## config.mk

```make
export PLATFORM = sky130hd
export DESIGN_NAME = fft512_peak_sink_flat
export DESIGN_NICKNAME = d
export VERILOG_FILES = /design/src/rtl/fft512_peak_sink_if.sv /design/src/rtl/fft512_peak_sink.sv /design/src/flat_wrapper.sv
export SDC_FILE = /design/constraint.sdc
export NUM_CORES = 2
export LEC_CHECK = 0
export CAP_MARGIN = 15
export CELL_PAD_IN_SITES_DETAIL_PLACEMENT = 1
export CELL_PAD_IN_SITES_GLOBAL_PLACEMENT = 2
export CORE_MARGIN = 1.5
export CORE_UTILIZATION = 44
export DETAILED_ROUTE_END_ITERATION = 16
export PLACE_DENSITY_LB_ADDON = 0.1
export REMOVE_ABC_BUFFERS = 1
export SLEW_MARGIN = 20
export SYNTH_ARGS = -nofsm -noshare
export SYNTH_HDL_FRONTEND = slang
export SYNTH_SLANG_ARGS = --single-unit
```

## constraint.sdc

```tcl
create_clock -name clk -period 9.6 [get_ports clk]
set_input_delay 1.92 -clock clk [delete_from_list [all_inputs] [get_ports clk]]
set_output_delay 1.92 -clock clk [all_outputs]
set_load 0.1 [all_outputs]
```

## src/rtl/fft512_peak_sink_if.sv

```systemverilog
// AXI4-Stream style link carrying FFT output bins into the peak sink.
//   s_axis_tdata  : [15:0] real, [31:16] imaginary, signed two's complement
//   s_axis_tvalid : beat valid from the FFT master
//   s_axis_tlast  : marks bin 511 of a frame
//   s_axis_tready : sink ready; a beat transfers when tvalid and tready are both 1
interface fft512_peak_sink_if;
    logic [31:0] s_axis_tdata;
    logic        s_axis_tvalid;
    logic        s_axis_tlast;
    logic        s_axis_tready;

    modport master (
        output s_axis_tdata,
        output s_axis_tvalid,
        output s_axis_tlast,
        input  s_axis_tready
    );

    modport slave (
        input  s_axis_tdata,
        input  s_axis_tvalid,
        input  s_axis_tlast,
        output s_axis_tready
    );
endinterface

```

## src/rtl/fft512_peak_sink.sv

```systemverilog
// Consumes 512-bin FFT frames and reports the strongest bin in [BIN_LO, BIN_HI].
// Ports:
//   clk        : single clock, rising edge
//   reset      : asynchronous active-low reset
//   s_axis     : stream slave (tdata/tvalid/tlast in, tready out)
//   peak_bin   : bin index of the largest in-band magnitude of the last good frame
//   peak_mag   : re^2+im^2 of that bin, unsigned
//   peak_valid : one-cycle pulse when peak_bin/peak_mag update
//   frame_err  : sticky tlast/bin-count mismatch flag, cleared only by reset
//   frame_cnt  : count of good frames reported, wraps
module fft512_peak_sink #(
    parameter int unsigned BIN_LO = 1,
    parameter int unsigned BIN_HI = 255
) (
    input  logic                      clk,
    input  logic                      reset,
    fft512_peak_sink_if.slave         s_axis,
    output logic [8:0]                peak_bin,
    output logic [31:0]               peak_mag,
    output logic                      peak_valid,
    output logic                      frame_err,
    output logic [15:0]               frame_cnt
);

    localparam int unsigned BIN_W = 9;
    localparam int unsigned SQ_W  = 31;
    localparam int unsigned MAG_W = 32;
    localparam int unsigned CNT_W = 16;
    localparam logic [BIN_W-1:0] LAST_BIN = BIN_W'(511);

    typedef enum logic [1:0] {
        ST_RUN,
        ST_FLUSH,
        ST_REPORT,
        ST_DRAIN
    } state_e;

    state_e             state_q;
    logic [BIN_W-1:0]   bin_q;
    logic               flush_q;
    logic               tready_q;

    logic               s1_v_q;
    logic [SQ_W-1:0]    s1_re2_q;
    logic [SQ_W-1:0]    s1_im2_q;
    logic [BIN_W-1:0]   s1_bin_q;

    logic [MAG_W-1:0]   max_mag_q;
    logic [BIN_W-1:0]   max_bin_q;

    logic [BIN_W-1:0]   peak_bin_q;
    logic [MAG_W-1:0]   peak_mag_q;
    logic               peak_valid_q;
    logic               frame_err_q;
    logic [CNT_W-1:0]   frame_cnt_q;

    // Squares of the incoming beat; (-32768)^2 = 2^30 still fits in 31 bits.
    logic signed [15:0] re_c;
    logic signed [15:0] im_c;
    logic signed [31:0] re_sq_c;
    logic signed [31:0] im_sq_c;
    logic               accept_c;
    logic [MAG_W-1:0]   mag_c;
    logic               in_band_c;
    logic               upd_c;

    assign re_c     = $signed(s_axis.s_axis_tdata[15:0]);
    assign im_c     = $signed(s_axis.s_axis_tdata[31:16]);
    assign re_sq_c  = 32'(re_c) * 32'(re_c);
    assign im_sq_c  = 32'(im_c) * 32'(im_c);
    assign accept_c = s_axis.s_axis_tvalid & tready_q;

    // Stage 2 compare: strictly greater keeps the lower bin on ties.
    assign mag_c     = MAG_W'(s1_re2_q) + MAG_W'(s1_im2_q);
    assign in_band_c = (32'(s1_bin_q) >= BIN_LO) && (32'(s1_bin_q) <= BIN_HI);
    assign upd_c     = s1_v_q && in_band_c && (mag_c > max_mag_q);

    assign s_axis.s_axis_tready = tready_q;
    assign peak_bin   = peak_bin_q;
    assign peak_mag   = peak_mag_q;
    assign peak_valid = peak_valid_q;
    assign frame_err  = frame_err_q;
    assign frame_cnt  = frame_cnt_q;

    // Frame sequencing, two-stage magnitude pipeline and report registers.
    // Later assignments in the case override the stage-2 update when a frame is discarded.
    always_ff @(posedge clk or negedge reset) begin
        if (!reset) begin
            state_q      <= ST_RUN;
            bin_q        <= '0;
            flush_q      <= 1'b0;
            tready_q     <= 1'b0;
            s1_v_q       <= 1'b0;
            s1_re2_q     <= '0;
            s1_im2_q     <= '0;
            s1_bin_q     <= '0;
            max_mag_q    <= '0;
            max_bin_q    <= '0;
            peak_bin_q   <= '0;
            peak_mag_q   <= '0;
            peak_valid_q <= 1'b0;
            frame_err_q  <= 1'b0;
            frame_cnt_q  <= '0;
        end else begin
            peak_valid_q <= 1'b0;
            s1_v_q       <= 1'b0;

            if (upd_c) begin
                max_mag_q <= mag_c;
                max_bin_q <= s1_bin_q;
            end

            case (state_q)
                ST_RUN: begin
                    tready_q <= 1'b1;
                    if (accept_c) begin
                        if (s_axis.s_axis_tlast && (bin_q != LAST_BIN)) begin
                            // Early tlast: drop the frame, including any beat still in stage 1.
                            frame_err_q <= 1'b1;
                            bin_q       <= '0;
                            max_mag_q   <= '0;
                            max_bin_q   <= '0;
                        end else if (!s_axis.s_axis_tlast && (bin_q == LAST_BIN)) begin
                            // Missing tlast: throw beats away until the master sends one.
                            frame_err_q <= 1'b1;
                            bin_q       <= '0;
                            state_q     <= ST_DRAIN;
                        end else begin
                            s1_v_q   <= 1'b1;
                            s1_re2_q <= SQ_W'(re_sq_c);
                            s1_im2_q <= SQ_W'(im_sq_c);
                            s1_bin_q <= bin_q;
                            bin_q    <= bin_q + BIN_W'(1);
                            if (bin_q == LAST_BIN) begin
                                state_q  <= ST_FLUSH;
                                flush_q  <= 1'b0;
                                tready_q <= 1'b0;
                            end
                        end
                    end
                end

                ST_FLUSH: begin
                    // Two stalled cycles let bin 511 pass stage 1 and stage 2.
                    tready_q <= 1'b0;
                    flush_q  <= 1'b1;
                    if (flush_q) begin
                        state_q <= ST_REPORT;
                    end
                end

                ST_REPORT: begin
                    peak_bin_q   <= max_bin_q;
                    peak_mag_q   <= max_mag_q;
                    peak_valid_q <= 1'b1;
                    frame_cnt_q  <= frame_cnt_q + CNT_W'(1);
                    bin_q        <= '0;
                    max_mag_q    <= '0;
                    max_bin_q    <= '0;
                    tready_q     <= 1'b1;
                    state_q      <= ST_RUN;
                end

                ST_DRAIN: begin
                    tready_q <= 1'b1;
                    if (accept_c && s_axis.s_axis_tlast) begin
                        bin_q     <= '0;
                        max_mag_q <= '0;
                        max_bin_q <= '0;
                        state_q   <= ST_RUN;
                    end
                end

                default: begin
                    state_q  <= ST_RUN;
                    tready_q <= 1'b0;
                end
            endcase
        end
    end

endmodule

```

## src/flat_wrapper.sv

```systemverilog
// flat-port wrapper written by rule: the top's interface ports become plain ports
module fft512_peak_sink_flat 
#(
    parameter int unsigned BIN_LO = 1,
    parameter int unsigned BIN_HI = 255
)
  (clk, reset, peak_bin, peak_mag, peak_valid, frame_err, frame_cnt, s_axis_s_axis_tdata, s_axis_s_axis_tvalid, s_axis_s_axis_tlast, s_axis_s_axis_tready);
  fft512_peak_sink_if s_axis_i ();
  input  logic clk;
  input  logic reset;
  output logic [8:0] peak_bin;
  output logic [31:0] peak_mag;
  output logic peak_valid;
  output logic frame_err;
  output logic [15:0] frame_cnt;
  input wire logic [$bits(s_axis_i.s_axis_tdata)-1:0] s_axis_s_axis_tdata;
  input wire logic [$bits(s_axis_i.s_axis_tvalid)-1:0] s_axis_s_axis_tvalid;
  input wire logic [$bits(s_axis_i.s_axis_tlast)-1:0] s_axis_s_axis_tlast;
  output wire logic [$bits(s_axis_i.s_axis_tready)-1:0] s_axis_s_axis_tready;
  assign s_axis_i.s_axis_tdata = s_axis_s_axis_tdata;
  assign s_axis_i.s_axis_tvalid = s_axis_s_axis_tvalid;
  assign s_axis_i.s_axis_tlast = s_axis_s_axis_tlast;
  assign s_axis_s_axis_tready = s_axis_i.s_axis_tready;
  fft512_peak_sink #(.BIN_LO(BIN_LO), .BIN_HI(BIN_HI)) u_core (.clk(clk), .reset(reset), .s_axis(s_axis_i), .peak_bin(peak_bin), .peak_mag(peak_mag), .peak_valid(peak_valid), .frame_err(frame_err), .frame_cnt(frame_cnt));
endmodule
```

==> metrics.md <==
| Metric | Value |
|---|---|
| Synth Register Bits | `183` |
| Final TNS setup | `0 ns` |
| Setup Crit Path Kind | `input port to register` |
| Clock slew at reported path FFs | `0.07 ns` |
| Port bufs | `95` |
| Crit Path Max Fanout | `13` |
| Antenna diode count | `0` |
| Capturing point of the worst reg2reg path | `u_core.max_bin_q[1]$_DFF_PN0_` |
| DRC errors left | `0` |
| Worst-case reg-to-reg path depth | `17` |
| Ys async rst share | `100%` |
| Design area | `29100 um^2` |
| Die width | `249 um` |
| Clk_skew | `0.0164 ns` |
| Startpoint types | `input port` |
| Total clock sinks | `183` |
| Post-route setup slack | `0.994 ns` |
| GP Congestion | `0.832` |
| DP Wirelength | `54.9 mm` |
| Status | `complete, no violations` |
| Mapped Area | `26700 um^2` |
| Initial antenna violation count | `1` |
| Hold depth | `1` |
| Max-slew violation count | `0` |
| # hold bufs at CTS | `0` |
| CTS tree | `yes` |
| ANT nets after route | `0` |
| RSZ-0062 raised after global routing | `no` |
| Min-Delay Startpoint | `u_core.frame_cnt[15]$_DFFE_PN0P_` |
| Synth Instances | `2901` |
| Largest net degree at the start of global routing | `109` |
| Worst Path Arrival | `8.93 ns` |
| DRT iter0 DRCs | `621` |
| GR Util met3 | `2.33%` |
| WL final | `64.4 mm` |
| Root Driver | `clkbuf_16` |
| Area of the core | `60100 um^2` |
| # nets final | `3685` |
| Setup bufs post-CTS | `0` |
| CTS H-tree depth | `4` |
| IO Pins | `96` |
| Gr usage total | `22.2%` |
| Minimum clock period | `8.61 ns` |
| Crit. End Element | `register` |
| First-pass DRT Iterations | `4` |
| # resized after CTS | `0` |
| DR vias | `19300` |
| Final Cycle Share | `89.6%` |
| Primary FF master, synth | `dfrtp_1` |
| Normalized max-slew margin | `29.0%` |
| Max Clock Freq | `116 MHz` |
| Maximum clock insertion buffer count | `2` |
| GRT overflow | `0` |
| First-pass GRT wire length | `111 mm` |
| Starting Density | `44.3%` |
| Setup violations, final | `0` |
| Die area | `62100 um^2` |
| Vias in the first global route | `21900` |
| WP data required | `9.92 ns` |
| Hold crit path type | `register to register` |
| WL/cell | `17.2 um` |
| Vias per inst | `5.14` |
| Hold worst-path end | `u_core.frame_cnt[15]$_DFFE_PN0P_` |
| Post-synth EDFFs | `0` |
| Clock latency on the worst-skew pair | `0.48 ns` |
| Met2 Use GR | `39.5%` |
| Slew @ Worst Pin | `1.06 ns` |
| Placed Area | `28500 um^2` |
| R2r setup slk | `3.54 ns` |
| Met1 Use GR | `29.4%` |
| Hold Vio Cnt, Final | `0` |
| RR Startpoint | `u_core.s1_im2_q[20]$_DFFE_PN0P_` |
| Share of cells above drive strength 1 | `3.61%` |
| Layout Area Growth over Synthesis | `9.09%` |
| CTS Buf Count | `17` |
| Max Cap Violations | `0` |
| Number of synthesis warnings | `0` |
| Row count | `90` |
| Avg Cell Area, Syn | `9.19 um^2` |
| GRT busiest layer | `met2` |
| Chip Height | `249 um` |
| Distinct cell type count after synthesis | `78` |
| Sequential cell area fraction in the yosys report | `17.2%` |
| Setup WS pre-CTS | `0.510 ns` |
==> metrics by stage <==
stage	utilization [%]	std cells	hold WS, ns
global placement	47.3	3717	0.453
finish	48.4	3749	0.477
CTS	48.4	3749	0.482
floorplan	-	2809	0.430
global route	48.4	3749	0.492
detailed placement	47.3	3717	0.461
==> layer usage <==
metal	vias to the layer above	wire length, um
met4	0	1020
met5	-	0
met3	63	1430
met1	10000	28800
met2	207	33100
li1	8981	-
==> synthesized netlist by cell type, types with 11 or more instances <==
master / count / area share [%]
a211oi_1: 13 / 0.37
a21o_1: 43 / 1.2
a21oi_1: 74 / 1.4
and2_1: 71 / 1.7
and3_1: 17 / 0.40
clkbuf_1: 75 / 1.1
dfrtp_1: 183 / 17
fa_1: 460 / 35
ha_1: 235 / 11
inv_1: 684 / 9.6
mux2i_1: 31 / 1.2
nand2_1: 373 / 5.3
nand2b_1: 11 / 0.26
nand3_1: 37 / 0.69
nand4_1: 22 / 0.52
nor2_1: 135 / 1.9
nor3_1: 24 / 0.45
o21ai_0: 128 / 2.4
xnor2_1: 86 / 2.8
xor2_1: 36 / 1.2
==> state kept, by name (all words and copies together) (netlist names), 2 cells and up <==
| name | flops |
|---|---|
| u_core.bin_q | 9 |
| u_core.frame_cnt | 16 |
| u_core.max_bin_q | 9 |
| u_core.max_mag_q | 32 |
| u_core.peak_bin | 9 |
| u_core.peak_mag | 32 |
| u_core.s1_bin_q | 9 |
| u_core.s1_im2_q | 30 |
| u_core.s1_re2_q | 30 |
| u_core.state_q | 2 |
==> worst max-delay path by stage <==
stage                                  startpoint                              end  slack, ns  cells after the start
final                      s_axis_s_axis_tdata[3]  u_core.s1_re2_q[28]$_DFFE_PN0P_       0.99                     19
after global routing      s_axis_s_axis_tdata[18]  u_core.s1_im2_q[30]$_DFFE_PN0P_       0.65                     21
after CTS                 s_axis_s_axis_tdata[18]  u_core.s1_im2_q[30]$_DFFE_PN0P_       0.99                     21
after detailed placement  s_axis_s_axis_tdata[18]  u_core.s1_im2_q[30]$_DFFE_PN0P_       0.51                     21
after global placement    s_axis_s_axis_tdata[15]  u_core.s1_re2_q[30]$_DFFE_PN0P_       0.69                     19
after floorplan           s_axis_s_axis_tdata[31]  u_core.s1_im2_q[30]$_DFFE_PN0P_       2.04                     20
==> cells in the final DEF, fill, tap and decap left out, drive strengths merged, types with 31 or more instances in the layout <==
cell type,Yosys,layout
inv,685,687
fa,460,460
nor2,135,135
a21o,44,44
nand2,373,373
o21ai,132,132
clkdlybuf4s50,0,94
a21oi,77,77
xnor2,86,86
nand3,37,37
buf,16,31
mux2i,31,31
xor2,36,36
and2,71,71
ha,235,235
dfrtp,183,183
==> kinds of logic (layout without fill, tap and decap cells) <==
group	count (synthesis)	in the layout	share of synthesized area, %
AO/OA/AOI/OAI	351	351	8.47
AND/OR/NAND/NOR	735	735	12.3
multiplexers	35	35	1.33
buffers and inverters	780	846	11.1
flip-flops	183	183	17.2
XOR/XNOR	122	122	4.01
adder cells (fa/ha/maj)	695	695	45.6
==> final cells by class <==
| type | count | area [um^2] |
|---|---|---|
| Fill cell | 6917 | 31000 |
| Multi-Input combinational cell | 1938 | 19100 |
| Sequential cell | 183 | 4580 |
| Inverter | 688 | 2580 |
| Timing Repair Buffer | 126 | 1190 |
| Tap cell | 782 | 978 |
| Clock buffer | 17 | 425 |
| Clock inverter | 15 | 194 |
==> worst max-delay path, stage by stage <==
cell and delay (ns):
clkdlybuf4s50_1 0.93, nand2_1 0.21, fa_1 0.59, fa_1 0.82, inv_1 0.18, fa_1 0.50
fa_1 0.52, fa_1 0.49, inv_1 0.05, fa_1 0.47, inv_1 0.04, ha_1 0.36
nand2_1 0.13, nor4_1 0.51, o311ai_2 0.31, a311oi_2 0.45, a21oi_1 0.14, mux2i_1 0.17
o311ai_0 0.14
Power is left out: the tool's default activity adds up to more than one toggle a clock period on the data nets, which glitch-free logic cannot reach.
